<file path="src/rtl/inst_fetch.sv">
// RV32I instruction fetch stage: owns the fetch PC and issues in-order word reads.
// Buffers {inst, pc} for decode; optional FETCH_MISALIGN_TRAP_EN flags misaligned redirects.
module inst_fetch #(
    parameter logic [31:0] RESET_PC   = 32'h0000_0000,
    parameter int          FIFO_DEPTH = 2,
    parameter logic [31:0] NOP_INST   = 32'h0000_0013
) (
    input  logic        clk,
    input  logic        rst_n,
    output logic        imem_req_valid,
    input  logic        imem_req_ready,
    output logic [31:0] imem_req_addr,
    input  logic        imem_resp_valid,
    input  logic [31:0] imem_resp_data,
    input  logic        redirect_valid,
    input  logic [31:0] redirect_pc,
    output logic        if_valid,
    input  logic        if_ready,
    output logic [31:0] if_inst,
    output logic [31:0] if_pc
`ifdef FETCH_MISALIGN_TRAP_EN
    ,
    output logic        if_misalign
`endif
);
    localparam int PTR_W = $clog2(FIFO_DEPTH);
    localparam int CNT_W = PTR_W + 1;
    localparam logic [CNT_W:0] DEPTH_C = (CNT_W + 1)'(FIFO_DEPTH);

    typedef enum logic [1:0] {
        FETCH,
        DRAIN,
        STALL
    } state_t;

    state_t           state;
    logic [31:0]      fetch_pc;
    logic [31:0]      resp_pc;
    logic [CNT_W-1:0] outstanding;
    logic [CNT_W-1:0] drop_cnt;
    logic [CNT_W-1:0] count;
    logic [PTR_W-1:0] rd_ptr;
    logic [PTR_W-1:0] wr_ptr;
    logic [31:0]      fifo_inst [FIFO_DEPTH];
    logic [31:0]      fifo_pc   [FIFO_DEPTH];

    logic             req_fire;
    logic             push;
    logic             pop;
    logic             misalign_redirect;
    logic [CNT_W:0]   in_use;
    logic [CNT_W-1:0] out_next;
    logic [CNT_W-1:0] drop_next;
    logic [31:0]      target;

    // Both channels use valid/ready: a transfer happens on the rising edge where valid
    // and ready are both high; a pending request holds addr stable until it transfers.
    assign in_use         = {1'b0, outstanding} + {1'b0, count};
    assign imem_req_valid = rst_n && !redirect_valid && (state == FETCH) && (in_use < DEPTH_C);
    assign imem_req_addr  = fetch_pc;
    assign req_fire       = imem_req_valid && imem_req_ready;

    assign push   = imem_resp_valid && (drop_cnt == '0) && !redirect_valid && (state == FETCH);
    assign pop    = if_valid && if_ready;
    assign target = redirect_pc & ~32'd3;

`ifdef FETCH_MISALIGN_TRAP_EN
    assign misalign_redirect = redirect_valid && (redirect_pc[1:0] != 2'b00);
`else
    assign misalign_redirect = 1'b0;
`endif

    // A response arriving in a redirect cycle is already counted out of out_next.
    assign out_next = outstanding + CNT_W'(req_fire) - CNT_W'(imem_resp_valid);

    always_comb begin
        drop_next = drop_cnt;
        if (redirect_valid) begin
            drop_next = out_next;
        end else if (imem_resp_valid && (drop_cnt != '0)) begin
            drop_next = drop_cnt - CNT_W'(1);
        end
    end

    always_ff @(posedge clk or negedge rst_n) begin
        if (!rst_n) begin
            state       <= FETCH;
            fetch_pc    <= RESET_PC;
            resp_pc     <= RESET_PC;
            outstanding <= '0;
            drop_cnt    <= '0;
            count       <= '0;
            rd_ptr      <= '0;
            wr_ptr      <= '0;
        end else begin
            outstanding <= out_next;
            drop_cnt    <= drop_next;
            if (redirect_valid) begin
                fetch_pc <= target;
                resp_pc  <= target;
                rd_ptr   <= '0;
                if (misalign_redirect) begin
                    count  <= CNT_W'(1);
                    wr_ptr <= PTR_W'(1);
                    state  <= STALL;
                end else begin
                    count  <= '0;
                    wr_ptr <= '0;
                    state  <= (drop_next != '0) ? DRAIN : FETCH;
                end
            end else begin
                if (req_fire) begin
                    fetch_pc <= fetch_pc + 32'd4;
                end
                if (push) begin
                    resp_pc <= resp_pc + 32'd4;
                    wr_ptr  <= wr_ptr + PTR_W'(1);
                end
                if (pop) begin
                    rd_ptr <= rd_ptr + PTR_W'(1);
                end
                count <= count + CNT_W'(push) - CNT_W'(pop);
                if ((state == DRAIN) && (drop_next == '0)) begin
                    state <= FETCH;
                end
            end
        end
    end

`ifdef FETCH_MISALIGN_TRAP_EN
    logic fifo_mis [FIFO_DEPTH];

    always_ff @(posedge clk) begin
        if (misalign_redirect) begin
            fifo_mis[0] <= 1'b1;
        end else if (push) begin
            fifo_mis[wr_ptr] <= 1'b0;
        end
    end

    assign if_misalign = (count != '0) && fifo_mis[rd_ptr];
`endif

    always_ff @(posedge clk) begin
        if (misalign_redirect) begin
            fifo_inst[0] <= NOP_INST;
            fifo_pc[0]   <= redirect_pc;
        end else if (push) begin
            fifo_inst[wr_ptr] <= imem_resp_data;
            fifo_pc[wr_ptr]   <= resp_pc;
        end
    end

    assign if_valid = (count != '0);
    assign if_inst  = if_valid ? fifo_inst[rd_ptr] : NOP_INST;
    assign if_pc    = if_valid ? fifo_pc[rd_ptr] : 32'd0;

    // The credit rule bounds outstanding + buffered, so a push into a full FIFO is a bug.
    always_ff @(posedge clk) begin
        if (rst_n && push && !pop) begin
            assert (count < DEPTH_C[CNT_W-1:0]);
        end
    end
endmodule

</file>
<file path="config.mk">
export PLATFORM = sky130hd
export DESIGN_NAME = inst_fetch
export DESIGN_NICKNAME = d
export VERILOG_FILES = /design/src/rtl/inst_fetch.sv
export SDC_FILE = /design/constraint.sdc
export NUM_CORES = 1
export LEC_CHECK = 0
export ABC_AREA = 1
export BUFFER_PORTS_ARGS = -buffer_cell sky130_fd_sc_hd__buf_4
export CORE_ASPECT_RATIO = 0.9
export CORE_MARGIN = 3
export CORE_UTILIZATION = 61
export DETAILED_ROUTE_END_ITERATION = 12
export PLACE_DENSITY = 0.86
export SKIP_LAST_GASP = 1
export SYNTH_ARGS = -nofsm -noshare
export SYNTH_HDL_FRONTEND = slang
export SYNTH_SLANG_ARGS = --single-unit
</file>
<file path="constraint.sdc">
create_clock -name clk -period 6 [get_ports clk]
set_input_delay 0.6 -clock clk [delete_from_list [all_inputs] [get_ports clk]]
set_output_delay 0.6 -clock clk [all_outputs]
set_load 0.02 [all_outputs]
</file>
Word level (Yosys, flattened, before mapping)
Memories as Yosys holds them, arrays and structs flattened.
Index checks and enable logic that the tools add are counted.
{ "totals": {"reg_bits": 74, "mem_bits_rw": 128, "in_bits": 70, "out_inout_bits": 98, "elab_cells": 61, "memories": 2} }
{ "memory_table": {"columns": ["name", "depth", "width", "read_ports", "rd_ports_with_merged_regs", "wr", "line", "text"], "rows": [
  ["fifo_inst", 2, 32, 1, 0, 1, "44", "logic [31:0] fifo_inst [FIFO_DEPTH];"],
  ["fifo_pc", 2, 32, 1, 0, 1, "45", "logic [31:0] fifo_pc [FIFO_DEPTH];"]
]} }
{ "op_classes": {"add_sub_neg": 10, "magnitude_cmp": 1, "n_eq_ne": 1, "mux": 18, "n_reduce_logical": 21} }
{ "op_table": {"columns": ["op", "n"], "rows": [
  ["$mux W32", 6],
  ["$add A32 B3 Y32 const B", 2],
  ["$reduce_bool A2 Y1", 7],
  ["$logic_and A1 B1 Y1", 10],
  ["$mux W2", 5],
  ["$mux W1", 7],
  ["$logic_not A2 Y1", 3],
  ["$add A2 B1 Y2", 2],
  ["$sub A2 B1 Y2", 2],
  ["$add A2 B2 Y3", 1],
  ["$lt A3 B2 Y1 const B", 1],
  ["$add A1 B1 Y1 const B", 2],
  ["$eq A2 B1 Y1 const B", 1],
  ["$sub A2 B1 Y2 const B", 1],
  ["$logic_not A1 Y1", 1]
]} }

Longest topological paths before layout
Gate-level depths: netlist of run 1.
{ "depth": {"depth_word": 12, "mapped_depth": 14, "mapped_depth_nobuf": 13} }

Worst setup path after synthesis of run 1
No wires, ideal clock.
{ "synth_path": {"kind": "input port to flip-flop", "from": "input redirect_valid", "to": "memory fifo_inst[0][0], enable pin", "setup_ns": 0.483, "t_arrival_ns": 3.615, "required_time_ns": 5.517, "slack_ns": 1.902, "cell_stages": 4, "n_path_buf": 1, "cell_sequence": "buf_6 nor2_8 nand3_4 nor2_1"} }
{ "synth_via": {"elab_chain_len": 5} }
{ "synth_rtl": {"columns": ["element", "line", "text"], "rows": [
  ["start: declaration", "15", "input logic redirect_valid,"],
  ["$logic_not A1 Y1", "63", "assign push = imem_resp_valid && (drop_cnt == '0) && !redirect_valid && (state == FETCH);"],
  ["$logic_and A1 B1 Y1 (2 in a row)", "63", null],
  ["$mux W1", "148", "end else if (push) begin"],
  ["$mux W1 (not written as such)", "149", "fifo_inst[wr_ptr] <= imem_resp_data;"],
  ["end: declaration", "44", null]
]} }
No other way between the ends.

Worst setup path after layout of run 1
{ "layout_path": {"from": "register rd_ptr", "to": "output if_inst[7]"} }
{ "layout_via": {"elab_chain_len": 2} }
{ "layout_rtl": {"columns": ["element", "line", "text"], "rows": [
  ["start: declaration", "42", "logic [PTR_W-1:0] rd_ptr;"],
  ["start signal: assignment", "120", "rd_ptr <= rd_ptr + PTR_W'(1);"],
  ["$mem_v2 Z2 W32", null, null],
  ["$mux W32", "155", "assign if_inst = if_valid ? fifo_inst[rd_ptr] : NOP_INST;"],
  ["end: declaration", "19", "output logic [31:0] if_inst,"]
]} }
No other way between the ends.

==> results of run 1 <==
[worst max path at each step]
stage | start | to | depth (start not counted)
final | rd_ptr$_DFFE_PN0P_ | if_inst[7] | 4
after global routing | rd_ptr$_DFFE_PN0P_ | if_inst[16] | 4
after CTS | rd_ptr$_DFFE_PN0P_ | if_inst[7] | 4
after detailed placement | redirect_valid | fifo_inst[0][2]$_DFFE_PP_ | 5
after global placement | redirect_valid | fifo_inst[0][5]$_DFFE_PP_ | 5
after floorplan | redirect_valid | fifo_inst[0][0]$_DFFE_PP_ | 4
[synth_stat cells (2+ instances only)]
cell / instances
sky130_fd_sc_hd__nand2_1: 390
sky130_fd_sc_hd__o211ai_1: 14
sky130_fd_sc_hd__nor2_8: 2
sky130_fd_sc_hd__inv_2: 5
sky130_fd_sc_hd__clkbuf_1: 17
sky130_fd_sc_hd__o21bai_1: 3
sky130_fd_sc_hd__edfxtp_1: 124
sky130_fd_sc_hd__buf_4: 8
sky130_fd_sc_hd__nor2_4: 10
sky130_fd_sc_hd__ha_1: 7
sky130_fd_sc_hd__xnor2_1: 4
sky130_fd_sc_hd__nor2_2: 4
sky130_fd_sc_hd__o21ai_0: 34
sky130_fd_sc_hd__inv_1: 113
sky130_fd_sc_hd__xor2_1: 16
sky130_fd_sc_hd__a31oi_1: 2
sky130_fd_sc_hd__nor2_1: 77
sky130_fd_sc_hd__nand3_1: 83
sky130_fd_sc_hd__o21ai_1: 3
sky130_fd_sc_hd__dfrtp_1: 69
sky130_fd_sc_hd__nand2_4: 2
sky130_fd_sc_hd__nor3_1: 2
sky130_fd_sc_hd__nand2_2: 7
sky130_fd_sc_hd__buf_2: 8
sky130_fd_sc_hd__buf_1: 3
sky130_fd_sc_hd__a21oi_1: 65
sky130_fd_sc_hd__nand4_1: 2
[power by group through the flow]
stage / clock, W / combinational (W) / sequential (W)
floorplan: 0 / 0.000837 / 0.00171
global placement: 0 / 0.00137 / 0.00171
detailed placement: 0 / 0.00140 / 0.00171
CTS: 0.00107 / 0.00141 / 0.00169
global route: 0.00114 / 0.00154 / 0.00171
finish: 0.00107 / 0.00141 / 0.00169
[area by class of cell]
cell class | count | area [sq um]
Fill cell | 1008 | 3558
Timing Repair Buffer | 166 | 1246
Multi-Input combinational cell | 739 | 3481
Clock inverter | 13 | 116.4
Inverter | 118 | 442.9
Tap cell | 198 | 247.7
Clock buffer | 19 | 432.9
Sequential cell | 193 | 5451
[through the flow]
step | util | hold slack (ns) | worst slack [ns]
after floorplan | - | 0.3044 | 1.902
after global placement | 0.7257 | 0.4978 | 3.254
after detailed placement | 0.7257 | 0.5206 | 3.256
after CTS | 0.7624 | 0.3355 | 3.218
after global routing | 0.7624 | 0.3233 | 3.105
final | 0.7624 | 0.3416 | 3.255
[critical path, cell delays in order (launching register included)]
cell and delay [ns]:
sky130_fd_sc_hd__dfrtp_2 0.41, sky130_fd_sc_hd__inv_2 0.74, sky130_fd_sc_hd__nand2_1 0.14, sky130_fd_sc_hd__a21oi_1 0.22
sky130_fd_sc_hd__buf_4 0.18
[cell families after synthesis]
kind of cell	Yosys count
AND/OR/NAND/NOR	584
flip-flops	193
buffers and inverters	155
AO/OA/AOI/OAI	123
XOR/XNOR	20
adder cells (fa/ha/maj)	8
other	1
[registers in the layout (all words and copies together) (netlist names)]
| signal | cells |
|---|---|
| imem_req_addr | 30 |
| count | 2 |
| outstanding | 2 |
| rd_ptr | 1 |
| state | 1 |
| fifo_inst | 64 |
| fifo_pc | 60 |
| resp_pc | 30 |
| wr_ptr | 1 |
| drop_cnt | 2 |
[metal layers]
metal / routed length (um) / up-vias / track usage
li1: - / 3804 / -
met1: 9410 / 3677 / 0.3642
met2: 10900 / 345 / 0.4294
met3: 2185 / 47 / 0.07351
met4: 490 / 0 / 0.08890
met5: 0 / - / 0
==> flow_summary.yaml, run 1 <==
cts:
  tritoncts: "built"
  number_of_buffers_inserted_by_hold_repair_at_cts: 0
  cts_inserted_buffers: 17
  clock_insertion_delay_worst_skew_ns: 0.44
  clk_path_buf_depth: 2
  post_cts_resize_count: 0
  register_clock_pin_slew_on_the_reported_worst_setup_and_hold_paths_ns: 0.07
  htreeDepth: 4
  cts-root-buf: "sky130_fd_sc_hd__clkbuf_16"
  cts_post_setup_buffers_inserted: 0
  numClockSinks: 193
floorplan:
  die-width_um: 137.7
  floorplan.io_pins: 168
  rows: 42
  floorplan.initialDensity: 0.6361
  die_footprint_sq_um: 17160
  die_h_um: 124.6
  core-area_sq_um: 14980
timing:
  tightestPinTransition_ns: 1.026
  min_period_over_period: 0.4575
  rsz0062_at_grt: "false"
  worst_clock_skew_ns: 0.01079
  final_setup_violation_count: 0
  finalCriticalPeriod_ns: 2.745
  finalSetupTns_ns: 0
  drv_slew: 0
  maximum_clock_rate_ghz: 0.3643
  hold_violations: 0
  relSlewSlack: 0.3149
logic_synthesis:
  synth_fa_ha_area_frac: 0.01129
  synth_warnings: 0
  synthesis.instances: 1084
  dominant_combinational_cell_family_by_area_after_synthesis: "simple AND/OR/NAND/NOR gates"
  yosysTopAreaCell: "sky130_fd_sc_hd__edfxtp_1"
  synthDominantCellAreaShare: 0.3909
  synth_mux_area_frac: 0
  async_set_reset_flop_share_out_of_synthesis: 0.3575
  synthFlopType: "sky130_fd_sc_hd__edfxtp_1"
  synth_sequential_area_ratio: 0.5721
  synthDistinctLibCells: 37
  synth-xor-area-share: 0.01839
  ys_ff_latch: 193
  number_of_flops_mapped_to_enable_cells_by_yosys: 124
  netlist_area_sq_um: 9527
  synth.top_cells.by_area: "sky130_fd_sc_hd__edfxtp_1 (39%), sky130_fd_sc_hd__dfrtp_1 (18%), sky130_fd_sc_hd__nand2_1 (15%)"
  syn-mean-instance-area_sq_um: 8.788
  synth_simple_gate_area_share: 0.2618
  synth_compound_area_frac: 0.07000
pwr:
  p_per_area_nw_per_um2: 364.9
  seq_power_share: 0.406
  power.switching_fraction: 0.3772
  totalPowerFinal_w: 0.004167
  power_report.internal_total_w: 0.002595
  combinationalPowerShare: 0.338
  p_clk_frac: 0.257
  power.leakage_nw: 5.080
  peakVddDrop_v: 0.0002525
  p_sw_w: 0.001572
finish:
  synthesis_to_finish_area_growth_pct: 19.86
  final-instance-count-excl-fill: 1446
  layout.cells.most_common_list: "sky130_fd_sc_hd__nand2_1 (390), sky130_fd_sc_hd__buf_4 (166), sky130_fd_sc_hd__edfxtp_1 (124)"
  drive_above_1_share: 0.1851
  finalNetCount: 1313
  antennaDiodeCount: 0
  total_non_filler_cell_area_in_the_finished_layout_sq_um: 11420
  mostFrequentLayoutCell: "sky130_fd_sc_hd__nand2_1"
worst_setup_path:
  crit_path_class: "register to output port"
  required_ns: 5.40
  internal_reg_to_reg_setup_slack_ns: 3.31
  worstPathMaxFanout: 62
  critical_path_end_type: "output port"
  startpoint_type_of_the_worst_setup_path: "register"
  timing.rr.start: "count[0]$_DFF_PN0_"
  critPathArrivalTime_ns: 2.14
  r2r_cells: 11
  worst_r2r_endpoint: "state[0]$_DFFE_PN0P_"
detailed_routing:
  drt-total-wl_mm: 22.99
  remaining_drcs: 0
  drt_first_pass_iters: 6
  wire_per_inst_um: 15.90
  final_antenna_net_count: 0
  viasPerCell: 5.445
  route.vias.total: 7873
  drt_iter0_drc: 694
placement:
  port_buffers: 161
  dpl.cell_count: 1414
  place_congestion: 0.9314
  dpl.hpwl_mm: 15.69
  detailed_place.area_sq_um: 10870
global_routing:
  grt_start_max_net_pins: 70
  grt_pass1_wl_mm: 36.27
  gr-total-overflow: 0
  number_of_global_route_vias_before_repair: 7471
  grt_use_total: 0.2710
  antenna_found_initial: 0
run:
  max_cap_viol_count: 0
min_path:
  hold_depth: 1
  min_path_type: "input pin to register"
  hold_end: "fifo_inst[0][7]$_DFFE_PP_"
  hold_path.startpoint: "imem_resp_data[7]"
run_status:
  run_status: "finished clean"
Power figures use the tool's default switching activity.
==> run 2, diff against run 1 <==
- ABC_AREA: 1 -> 0
- CORE_UTILIZATION: 61 -> 50
- PLACE_DENSITY: 0.86 -> 0.76
- clock period: 6 -> 2.2 ns (I/O delays scaled with it)
==> run 2 against run 1 <==
Net effect:
- the run now ends with negative setup slack left
- combinational power grew to 3.3 times the previous value
- sequential power grew to 2.7 times the previous value
- global-route usage is 4.4 points lower
- clock power grew to 3.0 times the previous value
- largest cell class unchanged
- highest routed layer is now met5
==> flow_summary.yaml, run 2 <==
timing:
  final_setup_violation_count: 24
  final_hold_slack_ns: 0.05132
  rsz0062_at_grt: "true"
  maximum_clock_rate_ghz: 0.3805
  min_period_over_period: 1.195
  drv_slew: 0
  final.setup.worst_slack_ns: -0.4284
  finalCriticalPeriod_ns: 2.628
  worst_clock_skew_ns: 0.006694
  relSlewSlack: 0.4060
  tightestPinTransition_ns: 0.8910
  finalSetupTns_ns: -3.774
  hold_violations: 0
finish:
  finalNetCount: 998
  layout.cells.most_common_list: "sky130_fd_sc_hd__buf_4 (197), sky130_fd_sc_hd__edfxtp_1 (124), sky130_fd_sc_hd__nor2_1 (87)"
  largest_reg_flops: 64
  antennaDiodeCount: 0
  drive_above_1_share: 0.2915
  largestRegisters: "fifo_inst x64, fifo_pc x60"
  final-instance-count-excl-fill: 1140
  mostFrequentLayoutCell: "sky130_fd_sc_hd__buf_4"
  synthesis_to_finish_area_growth_pct: 32.11
  top_register: "fifo_inst"
  post-route-util: 0.6880
worst_setup_path:
  crit_path_class: "register to register"
  critPathArrivalTime_ns: 2.95
  timing.rr.start: "outstanding[0]$_DFF_PN0_"
  r2r_cells: 13
  required_ns: 2.52
  internal_reg_to_reg_setup_slack_ns: -0.43
  worst_r2r_endpoint: "state[0]$_DFFE_PN0P_"
  startpoint_type_of_the_worst_setup_path: "register"
  worstPathMaxFanout: 2
  critical_path_end_type: "register"
detailed_routing:
  drt_iter0_drc: 480
  wire_per_inst_um: 18.75
  remaining_drcs: 0
  drt-total-wl_mm: 21.38
  final_antenna_net_count: 0
  viasPerCell: 5.748
  route.vias.total: 6553
  drt_first_pass_iters: 5
min_path:
  hold_end: "imem_req_addr[23]$_DFFE_PN0N_"
  min_path_type: "input pin to register"
  hold_path.startpoint: "redirect_pc[23]"
  hold_depth: 3
placement:
  port_buffers: 161
  dpl.cell_count: 1071
  dpl.hpwl_mm: 14.46
  dp_slack_ns: -0.3938
  place_congestion: 0.9108
cts:
  cts-root-buf: "sky130_fd_sc_hd__clkbuf_16"
  cts_inserted_buffers: 17
  numClockSinks: 193
  register_clock_pin_slew_on_the_reported_worst_setup_and_hold_paths_ns: 0.07
  clock_insertion_delay_worst_skew_ns: 0.43
  htreeDepth: 4
  tritoncts: "built"
  clk_path_buf_depth: 2
logic_synthesis:
  synth.top_cells.by_area: "sky130_fd_sc_hd__edfxtp_1 (43%), sky130_fd_sc_hd__dfrtp_1 (20%), sky130_fd_sc_hd__mux2i_1 (7.4%)"
  synthDominantCellAreaShare: 0.4329
  netlist_top_cells_count: "sky130_fd_sc_hd__edfxtp_1 (124), sky130_fd_sc_hd__nor2_1 (90), sky130_fd_sc_hd__dfrtp_1 (69), sky130_fd_sc_hd__mux2i_1 (64), sky130_fd_sc_hd__nand2_1 (64)"
  async_set_reset_flop_share_out_of_synthesis: 0.3575
  syn-mean-instance-area_sq_um: 12.36
  yosys.cell_count.top_type: "sky130_fd_sc_hd__edfxtp_1"
  number_of_flops_mapped_to_enable_cells_by_yosys: 124
  synth_warnings: 0
  yosysTopAreaCell: "sky130_fd_sc_hd__edfxtp_1"
  ys_ff_latch: 193
  netlist_area_sq_um: 8601
  synthDistinctLibCells: 54
  synthFlopType: "sky130_fd_sc_hd__edfxtp_1"
  synthesis.instances: 696
  synth_sequential_area_ratio: 0.6337
run:
  max_cap_viol_count: 0
global_routing:
  grt_use_total: 0.2267
  grt-busiest-layer: "met2"
  grt_start_max_net_pins: 70
  grt_pass1_wl_mm: 32.76
  gr-total-overflow: 0
  met2_usage: 0.3473
  met1_grt_util: 0.3224
  number_of_global_route_vias_before_repair: 6440
  antenna_found_initial: 1
  use_met3: 0.05459
pwr:
  power.switching_fraction: 0.3505
  peakVddDrop_v: 0.0006196
  power.leakage_nw: 4.416
  combinationalPowerShare: 0.379
  seq_power_share: 0.367
  p_sw_w: 0.004341
  p_clk_frac: 0.255
  power_report.internal_total_w: 0.008044
  p_per_area_nw_per_um2: 1090
run_status:
  violated_checks: "negative setup slack"
  run_status: "finished with violations"
floorplan:
  die-width_um: 144.3
  die_footprint_sq_um: 18810
  floorplan.initialDensity: 0.5208
  floorplan.io_pins: 168
  core-area_sq_um: 16520
  rows: 44
  die_h_um: 130.4
-- run 2: kinds of logic (layout without fill, tap and decap cells) --
| family | after synthesis | in the layout | share of synthesized area |
|---|---|---|---|
| AO/OA/AOI/OAI | 82 | 82 | 0.06517 |
| XOR/XNOR | 27 | 27 | 0.02750 |
| adder cells (fa/ha/maj) | 8 | 8 | 0.01251 |
| buffers and inverters | 46 | 280 | 0.02459 |
| flip-flops | 193 | 193 | 0.6337 |
| multiplexers | 69 | 69 | 0.08103 |
| other | 1 | 4 | 0.0004360 |
| AND/OR/NAND/NOR | 270 | 270 | 0.1551 |
-- run 2: how the worst max path moves through the flow --
stage	slack [ns]	cells past startpoint	from	to
4_1_cts	-0.36	13	outstanding[0]$_DFF_PN0_	state[0]$_DFFE_PN0P_
3_5_place_dp	-0.39	13	outstanding[0]$_DFF_PN0_	state[0]$_DFFE_PN0P_
3_3_place_gp	-0.30	13	outstanding[0]$_DFF_PN0_	state[0]$_DFFE_PN0P_
6_report	-0.43	13	outstanding[0]$_DFF_PN0_	state[0]$_DFFE_PN0P_
5_1_grt	-0.50	13	outstanding[0]$_DFF_PN0_	state[0]$_DFFE_PN0P_
2_1_floorplan	-0.49	14	outstanding[0]$_DFF_PN0_	state[0]$_DFFE_PN0P_
-- run 2: area by class of cell --
cell class,instances,area [sq um]
fill,1144,5154
sequential,193,5454
tap,207,259.0
clock inverter,13,175.2
multi-input combinational,460,3090
timing repair buffer,235,1902
clock buffer,19,432.9
inverter,13,48.80
-- run 2: power by group through the flow --
stage	logic (W)	clock network, W	registers (W)
after floorplan	0.00256	0	0.00460
after detailed placement	0.00442	0	0.00460
after global routing	0.00501	0.00337	0.00458
final	0.00469	0.00316	0.00454
after CTS	0.00461	0.00321	0.00453
after global placement	0.00431	0	0.00457
-- run 2: per-stage QoR --
stage          power, W  cell area [sq um]
6_report        0.01239              11360
5_1_grt         0.01296              11360
4_1_cts         0.01234              11320
3_5_place_dp   0.009015              10320
3_3_place_gp   0.008881              10320
2_1_floorplan  0.007162               8688
-- run 2: worst max-delay path, cell delays in order (launching register included) --
cell,delay (ns)
sky130_fd_sc_hd__dfrtp_1,0.38
sky130_fd_sc_hd__and2_4,0.16
sky130_fd_sc_hd__fa_1,0.48
sky130_fd_sc_hd__nand4bb_4,0.23
sky130_fd_sc_hd__nor2_4,0.12
sky130_fd_sc_hd__inv_2,0.06
sky130_fd_sc_hd__ha_4,0.26
sky130_fd_sc_hd__inv_2,0.04
sky130_fd_sc_hd__ha_4,0.16
sky130_fd_sc_hd__xnor2_4,0.13
sky130_fd_sc_hd__xnor2_2,0.15
sky130_fd_sc_hd__nand2_1,0.09
sky130_fd_sc_hd__o21ai_2,0.07
sky130_fd_sc_hd__o21a_1,0.18
-- run 2: what timing repair did --
| action | CTS | global route |
|---|---|---|
| endpoints found under the hold margin | 64 | 0 |
| endpoints found under the setup margin | 86 | 32 |
| gates resized for setup | 10 | 7 |
| hold buffers | 32 | 0 |
| setup buffers | 6 | 2 |
| gates cloned | 1 | 0 |
| pin swaps | 5 | 3 |
-- run 2: per-layer routing --
layer / up-vias / wire length, um
li1: 3012 / -
met1: 3146 / 9328
met2: 353 / 9542
met3: 40 / 2084
met4: 2 / 409
met5: - / 13
==> run 3, diff against run 2 <==
- CELL_PAD_IN_SITES_DETAIL_PLACEMENT: default -> 0
- CELL_PAD_IN_SITES_GLOBAL_PLACEMENT: default -> 1
- CORE_UTILIZATION: 50 -> 40
- PLACE_DENSITY: 0.76 -> default
- PLACE_DENSITY_LB_ADDON: default -> 0.1
==> run 3 against run 2 <==
Net effect:
- cell count up 8.2%
- clock-buffer cell count down 1
- largest cell class unchanged
- clock power down 3%
- design area increased by 2.6%
- non-clock buffer count rose by 15
- routed wire length increased by 4.6%
- the flow still finishes with violations (negative setup slack)
- core utilization decreased by 13 points
- combinational power rose by 1%
- critical path depth did not move
==> flow_summary.yaml, run 3 (synthesis gave the netlist of run 2 again) <==
finish:
  post-route-util: 0.5564
  top_register: "fifo_inst"
  mostFrequentLayoutCell: "sky130_fd_sc_hd__buf_4"
  largest_reg_flops: 64
  antennaDiodeCount: 0
  finalNetCount: 1013
  drive_above_1_share: 0.3186
  synthesis_to_finish_area_growth_pct: 35.57
  fillerInstances: 1781
  final-instance-count-excl-fill: 1234
  layout.cells.most_common_list: "sky130_fd_sc_hd__buf_4 (206), sky130_fd_sc_hd__edfxtp_1 (124), sky130_fd_sc_hd__nor2_1 (87)"
  largestRegisters: "fifo_inst x64, fifo_pc x60"
pwr:
  power.leakage_nw: 4.527
  p_sw_w: 0.004516
  combinationalPowerShare: 0.385
  p_clk_frac: 0.246
  peakVddDrop_v: 0.0006102
  power.switching_fraction: 0.3652
  p_per_area_nw_per_um2: 1061
  seq_power_share: 0.369
  power_report.internal_total_w: 0.007851
worst_setup_path:
  cp-startpoint: "outstanding[0]$_DFF_PN0_"
  startpoint_type_of_the_worst_setup_path: "register"
  critPathArrivalTime_ns: 2.91
  crit_path_class: "register to register"
  critical_path_end_type: "register"
  timing.critical_path.cells: "and2_4, fa_1, nand4bb_4, nor2_4, inv_2, ha_4, inv_2, ha_4, xnor2_4, xnor2_2, nand2_1, o21ai_2, o21a_1"
  internal_reg_to_reg_setup_slack_ns: -0.38
  crit_slowest_cell: "sky130_fd_sc_hd__fa_1"
  timing.rr.start: "outstanding[0]$_DFF_PN0_"
  critical_path.max_stage_delay_ns: 0.46
  r2r_cells: 13
  required_ns: 2.53
  worst_r2r_endpoint: "state[0]$_DFFE_PN0P_"
  worstPathMaxFanout: 2
placement:
  port_buffers: 161
  dpl.cell_count: 1160
  place_congestion: 0.8981
  dpl.hpwl_mm: 15.55
floorplan:
  die-width_um: 160.6
  core-area_sq_um: 20960
  die_footprint_sq_um: 23300
  die_h_um: 145.1
  rows: 50
  floorplan.io_pins: 168
  floorplan.initialDensity: 0.4104
global_routing:
  grt_pass1_wl_mm: 35.29
  number_of_global_route_vias_before_repair: 6533
  grt_use_total: 0.1915
  grt_start_max_net_pins: 63
  gr-total-overflow: 0
  antenna_found_initial: 0
timing:
  worst_clock_skew_ns: 0.01211
  drv_slew: 0
  maximum_clock_rate_ghz: 0.3869
  tightestPinTransition_ns: 0.5773
  finalCriticalPeriod_ns: 2.584
  final.setup.worst_slack_ns: -0.3843
  rsz0062_at_grt: "true"
  relSlewSlack: 0.6151
  hold_violations: 0
  min_period_over_period: 1.175
  final_setup_violation_count: 20
cts:
  numClockSinks: 193
  clk_path_buf_depth: 2
  tritoncts: "built"
  clock_insertion_delay_worst_skew_ns: 0.44
  htreeDepth: 4
  register_clock_pin_slew_on_the_reported_worst_setup_and_hold_paths_ns: 0.07
  cts-root-buf: "sky130_fd_sc_hd__clkbuf_16"
  cts_inserted_buffers: 17
min_path:
  hold_depth: 3
  min_path_type: "input pin to register"
  hold_path.startpoint: "redirect_pc[19]"
  hold_end: "resp_pc[19]$_DFFE_PN0N_"
detailed_routing:
  drt-total-wl_mm: 22.36
  viasPerCell: 5.218
  wire_per_inst_um: 18.12
  remaining_drcs: 0
  drt_first_pass_iters: 5
  route.vias.total: 6439
  drt_iter0_drc: 325
  final_antenna_net_count: 0
run:
  max_cap_viol_count: 0
run_status:
  violated_checks: "negative setup slack"
  run_status: "finished with violations"
## run 3: cell types whose count changed in the layout (fill, tap and decap cells not counted), moves of 4 or more
cell                       delta
sky130_fd_sc_hd__o311ai_0     -5
sky130_fd_sc_hd__o21ai_1      +5
sky130_fd_sc_hd__nand3_1      -4
sky130_fd_sc_hd__inv_8        +4
sky130_fd_sc_hd__buf_4        +9
sky130_fd_sc_hd__o311ai_1     +4
sky130_fd_sc_hd__o21ai_2      +4
sky130_fd_sc_hd__o21ai_0      -9
## run 3: worst max-delay path, delay by kind of cell, from the launching register on
kind            cells  cell delay (ns)
fa+ha+maj           3             0.88
simple gates        4             0.61
flops               1             0.39
xor+xnor            2             0.28
compound gates      2             0.24
buf+inv             2             0.10
## run 3: how the worst max path moves through the flow
stage	to
final	state[0]$_DFFE_PN0P_
after global placement	state[0]$_DFFE_PN0P_
after detailed placement	state[0]$_DFFE_PN0P_
after global routing	state[0]$_DFFE_PN0P_
after floorplan	state[0]$_DFFE_PN0P_
after CTS	state[0]$_DFFE_PN0P_
## run 3: cell type report
class | count | area, sq um | area share
sequential | 193 | 5454 | 0.4678
timing repair buffer | 250 | 2053 | 0.1761
tap | 286 | 357.8 | 0.03069
clock inverter | 14 | 156.4 | 0.01341
clock buffer | 18 | 429.2 | 0.03681
inverter | 13 | 48.80 | 0.004185
multi-input combinational | 460 | 3161 | 0.2711
## run 3: what timing repair did
action | in CTS | in global routing
hold buffers | 33 | 0
setup endpoints to repair | 86 | 36
pin swaps | 1 | 7
setup buffers | 10 | 6
endpoints found under the hold margin | 91 | 0
resized for setup | 19 | 31
## run 3: power by group through the flow
stage	Combinational, W	Clock (W)	Sequential [W]
after floorplan	0.00256	0	0.00460
after global placement	0.00443	0	0.00461
after detailed placement	0.00448	0	0.00463
after CTS	0.00467	0.00312	0.00455
after global routing	0.00511	0.00326	0.00461
final	0.00476	0.00305	0.00456
## run 3: per-stage QoR
step | hold WS (ns) | setup WS (ns) | power [W] | setup TNS, ns | cell area [sq um]
floorplan | -0.07559 | -0.4891 | 0.007162 | -5.767 | 8688
global placement | 0.3673 | -0.3172 | 0.009045 | -1.292 | 10520
detailed placement | 0.3677 | -0.3909 | 0.009113 | -2.834 | 10520
CTS | 0.02757 | -0.3407 | 0.01235 | -2.314 | 11520
global route | 0.03793 | -0.4771 | 0.01299 | -4.885 | 11660
finish | 0.04469 | -0.3843 | 0.01237 | -3.152 | 11660
## run 3: routing by layer
| metal | global-route usage | wire [um] | vias up |
|---|---|---|---|
| met1 | 0.2690 | 10410 | 3154 |
| met3 | 0.04710 | 1262 | 25 |
| met2 | 0.2996 | 10360 | 217 |
| met4 | 0.04859 | 323 | 0 |
| met5 | 0 | 0 | - |
| li1 | - | - | 3043 |
